[src/rtl/ysyx_23060201_mem_arbiter_pkg.sv]
// Shared encodings for the fetch/LSU memory arbiter.
// State, owner and memory-base definitions.
package ysyx_23060201_mem_arbiter_pkg;

  localparam logic [31:0] MBASE_DEFAULT = 32'h8000_0000;

  typedef enum logic [1:0] {
    IDLE    = 2'd0,
    MREQ    = 2'd1,
    MRSP    = 2'd2,
    DELIVER = 2'd3
  } state_e;

  typedef enum logic {
    OWN_IF = 1'b0,
    OWN_LS = 1'b1
  } owner_e;

endpackage

[src/rtl/ysyx_23060201_arb_grant.sv]
// Combinational grant between fetch and load/store.
// ARB_ROUND_ROBIN_EN: alternate on contention, else LSU first.
module ysyx_23060201_arb_grant
  import ysyx_23060201_mem_arbiter_pkg::*;
(
  input  logic   if_valid,
  input  logic   ls_valid,
`ifdef ARB_ROUND_ROBIN_EN
  input  owner_e last_owner,
`endif
  output logic   grant_if,
  output logic   grant_ls
);

  // pick exactly one requester; contention resolved by policy
  always_comb begin
    grant_if = 1'b0;
    grant_ls = 1'b0;
    unique case (1'b1)
      (if_valid && ls_valid): begin
`ifdef ARB_ROUND_ROBIN_EN
        grant_ls = (last_owner == OWN_IF);
        grant_if = (last_owner == OWN_LS);
`else
        grant_ls = 1'b1;
`endif
      end
      (ls_valid && !if_valid): grant_ls = 1'b1;
      (if_valid && !ls_valid): grant_if = 1'b1;
      default: ;
    endcase
  end

endmodule

[src/rtl/ysyx_23060201_mem_arbiter.sv]
// Fetch/LSU arbiter onto one memory port, one outstanding op.
// ARB_ROUND_ROBIN_EN selects round-robin grant on contention.
module ysyx_23060201_mem_arbiter
  import ysyx_23060201_mem_arbiter_pkg::*;
#(
  parameter int ADDR_W = 32,
  parameter int DATA_W = 32,
  parameter int MASK_W = 8,
  parameter logic [ADDR_W-1:0] MBASE = ADDR_W'(MBASE_DEFAULT)
) (
  input  logic              clk,
  input  logic              rst_n,
  input  logic              if_req_valid,
  output logic              if_req_ready,
  input  logic [ADDR_W-1:0] if_addr,
  output logic              if_rsp_valid,
  input  logic              if_rsp_ready,
  output logic [DATA_W-1:0] if_rdata,
  input  logic              ls_req_valid,
  output logic              ls_req_ready,
  input  logic [ADDR_W-1:0] ls_addr,
  input  logic              ls_wen,
  input  logic [DATA_W-1:0] ls_wdata,
  input  logic [MASK_W-1:0] ls_wmask,
  output logic              ls_rsp_valid,
  input  logic              ls_rsp_ready,
  output logic [DATA_W-1:0] ls_rdata,
  output logic              mem_req_valid,
  input  logic              mem_req_ready,
  output logic [ADDR_W-1:0] mem_addr,
  output logic              mem_wen,
  output logic [DATA_W-1:0] mem_wdata,
  output logic [MASK_W-1:0] mem_wmask,
  input  logic              mem_rsp_valid,
  output logic              mem_rsp_ready,
  input  logic [DATA_W-1:0] mem_rdata
);

  state_e state;
  owner_e owner;
  logic   idle_q;
  logic   grant_if;
  logic   grant_ls;
  logic   if_acc;
  logic   ls_acc;
  logic   acc;
  logic   acc_wen;
  logic   local_hit;
  logic   rsp_hs;
  logic [ADDR_W-1:0] acc_addr;

`ifdef ARB_ROUND_ROBIN_EN
  owner_e last_owner;
`endif

  ysyx_23060201_arb_grant u_grant (
    .if_valid   (if_req_valid),
    .ls_valid   (ls_req_valid),
`ifdef ARB_ROUND_ROBIN_EN
    .last_owner (last_owner),
`endif
    .grant_if   (grant_if),
    .grant_ls   (grant_ls)
  );

  // idle_q is a registered IDLE flag so ready is low in reset
  assign if_req_ready = idle_q && grant_if;
  assign ls_req_ready = idle_q && grant_ls;
  assign if_acc    = if_req_valid && if_req_ready;
  assign ls_acc    = ls_req_valid && ls_req_ready;
  assign acc       = if_acc || ls_acc;
  assign acc_addr  = ls_acc ? ls_addr : if_addr;
  assign acc_wen   = ls_acc && ls_wen;
  assign local_hit = (acc_addr < MBASE);
  assign rsp_hs    = (owner == OWN_LS)
                   ? (ls_rsp_valid && ls_rsp_ready)
                   : (if_rsp_valid && if_rsp_ready);

  // transaction FSM with registered handshake outputs and buffers
  always_ff @(posedge clk or negedge rst_n) begin
    if (!rst_n) begin
      state         <= IDLE;
      owner         <= OWN_IF;
      idle_q        <= 1'b0;
      mem_req_valid <= 1'b0;
      mem_rsp_ready <= 1'b0;
      if_rsp_valid  <= 1'b0;
      ls_rsp_valid  <= 1'b0;
      mem_addr      <= '0;
      mem_wen       <= 1'b0;
      mem_wdata     <= '0;
      mem_wmask     <= '0;
      if_rdata      <= '0;
      ls_rdata      <= '0;
`ifdef ARB_ROUND_ROBIN_EN
      last_owner    <= OWN_IF;
`endif
    end else begin
      unique case (state)
        IDLE: begin
          if (acc) begin
            idle_q    <= 1'b0;
            owner     <= ls_acc ? OWN_LS : OWN_IF;
            mem_addr  <= acc_addr;
            mem_wen   <= acc_wen;
            mem_wdata <= acc_wen ? ls_wdata : '0;
            mem_wmask <= acc_wen ? ls_wmask : '0;
`ifdef ARB_ROUND_ROBIN_EN
            last_owner <= ls_acc ? OWN_LS : OWN_IF;
`endif
            if (local_hit) begin
              state <= DELIVER;
              if (ls_acc) begin
                ls_rsp_valid <= 1'b1;
                ls_rdata     <= '0;
              end else begin
                if_rsp_valid <= 1'b1;
                if_rdata     <= '0;
              end
            end else begin
              state         <= MREQ;
              mem_req_valid <= 1'b1;
            end
          end else begin
            idle_q <= 1'b1;
          end
        end
        MREQ: begin
          if (mem_req_ready) begin
            mem_req_valid <= 1'b0;
            mem_rsp_ready <= 1'b1;
            state         <= MRSP;
          end
        end
        MRSP: begin
          if (mem_rsp_valid) begin
            mem_rsp_ready <= 1'b0;
            state         <= DELIVER;
            if (owner == OWN_LS) begin
              ls_rsp_valid <= 1'b1;
              ls_rdata     <= mem_wen ? '0 : mem_rdata;
            end else begin
              if_rsp_valid <= 1'b1;
              if_rdata     <= mem_rdata;
            end
          end
        end
        DELIVER: begin
          if (rsp_hs) begin
            if_rsp_valid <= 1'b0;
            ls_rsp_valid <= 1'b0;
            idle_q       <= 1'b1;
            state        <= IDLE;
          end
        end
      endcase
    end
  end

endmodule

[config.mk]
export PLATFORM = sky130hd
export DESIGN_NAME = ysyx_23060201_mem_arbiter
export DESIGN_NICKNAME = d
export VERILOG_FILES = /design/src/rtl/ysyx_23060201_mem_arbiter_pkg.sv /design/src/rtl/ysyx_23060201_arb_grant.sv /design/src/rtl/ysyx_23060201_mem_arbiter.sv
export SDC_FILE = /design/constraint.sdc
export NUM_CORES = 1
export LEC_CHECK = 0
export CORE_ASPECT_RATIO = 0.75
export CORE_MARGIN = 10
export CORE_UTILIZATION = 25
export CTS_BUF_LIST = sky130_fd_sc_hd__clkbuf_2 sky130_fd_sc_hd__clkbuf_4 sky130_fd_sc_hd__clkbuf_8
export DETAILED_ROUTE_END_ITERATION = 16
export PLACE_DENSITY = 0.54
export SYNTH_ARGS = -nofsm -noshare
export SYNTH_HDL_FRONTEND = slang
export SYNTH_HIERARCHICAL = 1
export SYNTH_SLANG_ARGS = --single-unit
[constraint.sdc]
create_clock -name clk -period 2.1 [get_ports clk]
set_input_delay 0.525 -clock clk [delete_from_list [all_inputs] [get_ports clk]]
set_output_delay 0.525 -clock clk [all_outputs]
set_load 0.005 [all_outputs]
==> metrics, run 1 <==
via count 5237; global-route wire length before repair roughly 34 mm; grt ovf 0; Comb pwr share between 40% and 50%; Reg area 3630 sq um; WL final 22.2 mm; Clock Skew 0.0112 ns; drt wl/cell 17.7 um; gr usage total between 10% and 20%; drt initial violations 169; Top delay family on crit path buffers and inverters; clk slew on worst S/H paths 0.07 ns; critical path cell sequence clkdlybuf4s50_1 -> nor2b_2 -> and2_1 -> dlygate4sd2_1; TritonCTS Sinks 145; Post-Route Utilization approximately 40%; Inserted Clock Buffers 17; Cell Area, Synth 6340 sq um; DIE AREA 32200 sq um; Ys Warns 6; number of routed nets with antenna violations 0; period utilization 96.6%; H-tree levels 4; minimum clock period about 2.0 ns; Hold Path Depth 1; pin count of the biggest net entering global routing 47; Worst-Skew Late Latency between 0.4 and 0.5 ns; RSZ-0062 raised after global routing false; # setup viols final 0; sw frac about a third; DRC 0; Synth area leader dfrtp_1; Clock Tree Buf Depth 2; Startpoint Class input port; slowest cell on the critical path clkdlybuf4s50_1; crit-path max FO 2; critical path depth 4; root buffer cell clkbuf_8; Power, Total 13.4 mW; Slew @ Worst Pin about 0.44 ns; Worst Setup End Kind primary output; Slew Viols, Final 0; CP Buf/Inv Count 2; max incr delay on CP slightly above 0.4 ns; sequential fraction of the synthesis area 57.2%; status completed; reg2reg path depth 8; clock share of power approximately 18%; Achievable Freq 493 MHz; Final nets 1056; Crit Path Category in -> out; CTS tree built; effective utilization at floorplan 25.4%; synthesized instance count ~600; number of port buffers 287; IO Count 288; syn nets 754; placed insts between 1000 and 1500; initial antenna violation count 1; VDD IR max 577 uV; Seq pwr share 34.4%; worst hold path type reg -> reg; share of layout cells above drive strength 1 approximately 8%; setup_tns 0 ns; CP required 1.57 ns; Synth cell types 36; Power Density between 1000 and 1500 nW/um^2; Synth top area share 57.2%; Area Growth Syn to Fin 61.1%; Mean Syn Cell Area 10.5 sq um; Synth area leaders dfrtp_1, mux2i_1, nand2_1; routed vias/inst around 4.2; Post-synth EDFFs 0; Top FF cell, synth dfrtp_1; Place WS -0.305 ns; Post-DP Area 9780 sq um; Max-Cap Viols 0; Die X 204 um; routability cong. 0.739; most frequent cells after synthesis dfrtp_1, nand2_1, inv_1, mux2i_1, a22o_1; CP arrival roughly 1.5 ns; Detailed Routing Iterations Pass 1 4; Synth Register Bits 145; vias in the first global route approximately 5600; Detail Placement HPWL approximately 17 mm; Slew HR between 70% and 80%; hold slack 0.494 ns; Core ar. 25000 sq um; Hold Violations, Final 0; Post-synth ARST share 100%; Leak 4.52 nW; Post-Layout Cell Count 1256; Cell Rows 50; P_int approximately 9.0 mW; # fillers approximately 2400; final instance area 10200 sq um; Psw about 4.4 mW; area occupied by multi-input gates about 2200 sq um; most frequent cell after synthesis dfrtp_1; Die H 158 um; final worst setup slack 0.0724 ns
-- layout make-up --
cell class	instances	area share, %
diodes	2	0.0490
clock buffers	25	3.06
clock inverters	5	1.00
inverters	69	2.53
multi-input cells	350	21.8
flip-flops and latches	145	35.5
well taps	338	4.14
repair buffers	322	31.9
-- state kept, by name, indices dropped and copies added (netlist names), 2 cells and up --
signal,flops
ls_rdata,32
state,2
mem_wmask,8
mem_wdata,32
if_rdata,32
mem_addr,32
-- layer usage --
metal / wire length (um) / track usage, % / vias to the layer above
met2: 9630 / 20.1 / 190
met4: 228 / 4.54 / 0
met3: 2640 / 7.74 / 13
met1: 9760 / 16.5 / 2442
met5: 0 / 0 / -
li1: - / - / 2592
-- power by group through the flow --
stage | combinational [mW] | sequential (mW) | clock (mW)
global placement | 6.53 | 4.68 | 0
finish | 6.42 | 4.63 | 2.39
floorplan | 2.81 | 4.69 | 0
detailed placement | 6.55 | 4.66 | 0
global route | 7.03 | 4.80 | 2.62
CTS | 6.58 | 4.64 | 2.51
-- cells in the final DEF, fill, tap and decap left out, types with 2 or more instances in the layout --
cell / n
buf_4: 24
a22o_1: 40
a21oi_4: 2
nand2_1: 131
o21ai_1: 2
clkbuf_8: 20
dfrtp_1: 145
and3_1: 3
diode_2: 2
inv_2: 3
buf_12: 10
nor2_1: 33
mux2i_1: 68
ha_1: 6
o2111ai_1: 2
bufinv_16: 3
a31oi_1: 33
clkbuf_4: 5
clkdlybuf4s50_1: 284
dlygate4sd2_1: 2
inv_1: 66
and2_1: 3
nand3_1: 5
mux2_1: 2
a21oi_1: 3
nand2b_1: 2
-- logic make-up after synthesis --
family                   Yosys count  synth area share, %
buffers and inverters            108                 7.87
adder cells (fa/ha/maj)            6                 1.18
flip-flops                       145                 57.2
AO/OA/AOI/OAI                     90                 11.0
multiplexers                      70                 11.1
AND/OR/NAND/NOR                  184                 11.6
-- worst paths after layout --
path	from	to	slack, ns
setup / recovery	if_req_valid	if_req_ready	0.07
hold / removal	ls_rdata[27]$_DFFE_PN0P_	ls_rdata[27]$_DFFE_PN0P_	0.49
setup reg to reg	state[0]$_DFFE_PN0P_	ls_rdata[6]$_DFFE_PN0P_	0.18
hold reg to reg	ls_rdata[27]$_DFFE_PN0P_	ls_rdata[27]$_DFFE_PN0P_	0.49
max in group asynchronous	rst_n	ls_rdata[9]$_DFFE_PN0P_	0.87
min in group asynchronous	rst_n	ls_rdata[2]$_DFFE_PN0P_	0.58
-- what timing repair did --
item	in CTS	in global routing
gates resized for setup	3	2
endpoints found under the setup margin	2	5
hold buffers	1	0
setup buffers	1	0
endpoints found under the hold margin	35	0
No activity file was read; power rests on OpenSTA's default activity.
==> run 2, diff against run 1 <==
Settings changed: ABC_AREA from default to 1, PLACE_DENSITY 0.54 to 0.53.
==> run 2 against run 1 <==
Hold slack worse by 0.46 ns; clock skew is 0.00096 ns lower; cell area grew 2.8%; core utilization shrank 0.79 points; combinational power is 11% higher; sequential cell count stayed put; synthesized cell count up 32%; wire length grew 14%; clock power is 10% lower; sequential power down 1%; critical path depth rose by 2.
==> metrics, run 2 <==
Ys Warns 6 (unchanged); Core ar. 26200 sq um (+4.8%); effective utilization at floorplan 25.6% (+0.16 points); gr usage total 14.7% (+1.0 points); minimum clock period 2.01 ns (-0.0224 ns); Clock Skew 0.0103 ns (-0.000956 ns); RSZ-0062 raised after global routing false; pin count of the biggest net entering global routing 65 (+38%); CP arrival 1.48 ns (-0.02 ns); Synth cell types 24 (-33%); Final nets 1235 (+17%); Top delay family on crit path buffers and inverters; Synth area leaders dfrtp_1, nand2_1, o21ai_0; vias in the first global route 6567 (+18%); VDD IR max 619 uV (+7.3%); number of port buffers 287 (unchanged); DRC 0 (unchanged); grt ovf 0 (unchanged); DIE AREA 33800 sq um (+4.8%); Detailed Routing Iterations Pass 1 4 (unchanged); IO Count 288 (unchanged); Post-synth EDFFs 0 (unchanged); Area Growth Syn to Fin 57.1%; critical path cell sequence clkdlybuf4s50_1 -> inv_1 -> nor2_2 -> nand2_1 -> inv_1 -> dlygate4sd2_1; Mean Syn Cell Area 8.38 sq um (-20%); hold slack 0.0345 ns (-0.460 ns); Achievable Freq 499 MHz (+1.1%); routed vias/inst 4.44 (+6.4%); Post-synth ARST share 100% (unchanged); clk slew on worst S/H paths 0.08 ns (about the same); period utilization 95.5% (-1.1 points); Worst-Skew Late Latency 0.45 ns (about the same); Slew HR 62.9% (-7.5 points); WL final 25.4 mm (+14%); slowest cell on the critical path clkdlybuf4s50_1; most frequent cells in the layout clkdlybuf4s50_1, nand2_1, dfrtp_1, o21ai_0, nand3_1; Inserted Clock Buffers 17 (unchanged); Synth area leader dfrtp_1; Clock Tree Buf Depth 2 (unchanged); CP required 1.57 ns (about the same); CP Buf/Inv Count 4 (+2); Max-Cap Viols 0 (unchanged); # setup viols final 0 (unchanged); Worst Setup End Kind primary output; drt initial violations 339 (+100%); Synth Register Bits 145 (unchanged); sequential fraction of the synthesis area 54.3% (-3.0 points); CTS tree built; via count 6402 (+22%); drt wl/cell 17.6 um (-0.51%); most common cell after layout, fill and taps aside clkdlybuf4s50_1; share of layout cells above drive strength 1 7.93% (-0.15 points); Hold Violations, Final 0 (unchanged); synthesized instance count 798 (+32%); Detail Placement HPWL 18.2 mm (+10%); worst hold path type in -> async; Leak 4.89 nW (+8.2%); H-tree levels 4 (unchanged); initial antenna violation count 2 (+1); max incr delay on CP 0.47 ns (+0.06 ns); Cell Rows 51 (+2.0%); crit-path max FO 2 (unchanged); Slew @ Worst Pin 0.557 ns (+0.112 ns); cell repeated most along the worst path inv_1; Post-CTS Hold Fix Bufs 0 (-1); root buffer cell clkbuf_8; most frequent cell after synthesis nand2_1; routability cong. 0.792 (+7.2%); global-route wire length before repair 39.5 mm (+18%); Power Density 1320 nW/um^2 (+0.22%); Die H 162 um (+2.4%); status completed; Slew Viols, Final 0 (unchanged); Power, Total 13.8 mW (+3.0%); Cell Area, Synth 6690 sq um (+5.5%); Crit Path Category in -> out; most frequent cells after synthesis nand2_1, dfrtp_1, o21ai_0, nand3_1, nor2_1; number of routed nets with antenna violations 0 (unchanged); Synth top area share 54.3% (-3.0 points); setup_tns 0 ns (unchanged); TritonCTS Sinks 145 (unchanged); Startpoint Class input port; Top FF cell, synth dfrtp_1; Die X 209 um (+2.4%); syn nets 949 (+26%)
run 2: cell count changes after synthesis, sizes merged, moves of 31 or more:
cell    change
a22o       -40
mux2i      -68
nand2      +94
nand3      +69
nand3b     +31
nor2       +39
o21ai      +84
run 2: metal layers:
layer	global-route usage, %	vias to the layer above	routed length, um	share of wire (%)
li1	-	3165	-	-
met1	19.2	3026	11700	46
met2	22.1	197	11300	44
met3	5.95	14	2150	8.4
met4	3.82	0	283	1.1
met5	0	-	0	0
run 2: logic make-up (layout without fill, tap and decap cells):
group	Yosys count	after routing	share of synthesized area (%)
adder cells (fa/ha/maj)	6	6	1.12
AO/OA/AOI/OAI	121	121	9.77
buffers and inverters	117	416	8.01
flip-flops	145	145	54.3
other	0	2	0
AND/OR/NAND/NOR	409	409	26.8
run 2: final cells by class:
type,instances,area (sq um)
Multi-Input combinational cell,536,2540
Clock inverter,10,87.6
Sequential cell,145,3630
Inverter,59,225
Antenna cell,2,5.00
Clock buffer,22,278
Tap cell,344,430
Fill cell,2720,15700
Timing Repair Buffer,325,3310
run 2: timing repair:
| item | CTS | global route |
|---|---|---|
| buffers inserted | 1 | 0 |
| pin swaps | 1 | 0 |
| resized for setup | 4 | 2 |
| endpoints found under the setup margin | 2 | 118 |
run 2: power breakdown:
group          internal [mW]  switching [mW]
Clock                   1.01            1.14
Sequential              3.94           0.628
Combinational           3.50            3.62
Total                   8.45            5.39
run 2: stage by stage:
stage | std cells | instance area, sq um | worst slack (ns) | utilization [%]
CTS | 1441 | 10500 | 0.0368 | 40.1
floorplan | 798 | 6690 | 0.380 | -
global placement | 1408 | 10100 | -0.229 | 38.7
finish | 1443 | 10500 | 0.0948 | 40.1
detailed placement | 1408 | 10100 | -0.249 | 38.7
global route | 1442 | 10500 | 0.0161 | 40.1
run 2: path summary, 6_finish.rpt:
path | start | end | slack, ns | depth (start not counted)
worst max-delay path | if_req_valid | if_req_ready | 0.09 | 6
worst min-delay path | rst_n | ls_rdata[22]$_DFFE_PN0P_ | 0.03 | 1
worst max register to register | state[0]$_DFFE_PN0P_ | if_rdata[5]$_DFFE_PN0P_ | 0.21 | 8
worst min register to register | mem_req_valid$_DFFE_PN0P_ | mem_req_valid$_DFFE_PN0P_ | 0.48 | 2
max in group asynchronous | rst_n | ls_rdata[9]$_DFFE_PN0P_ | 1.46 | 2
min in group clk | mem_req_valid$_DFFE_PN0P_ | mem_req_valid$_DFFE_PN0P_ | 0.48 | 2
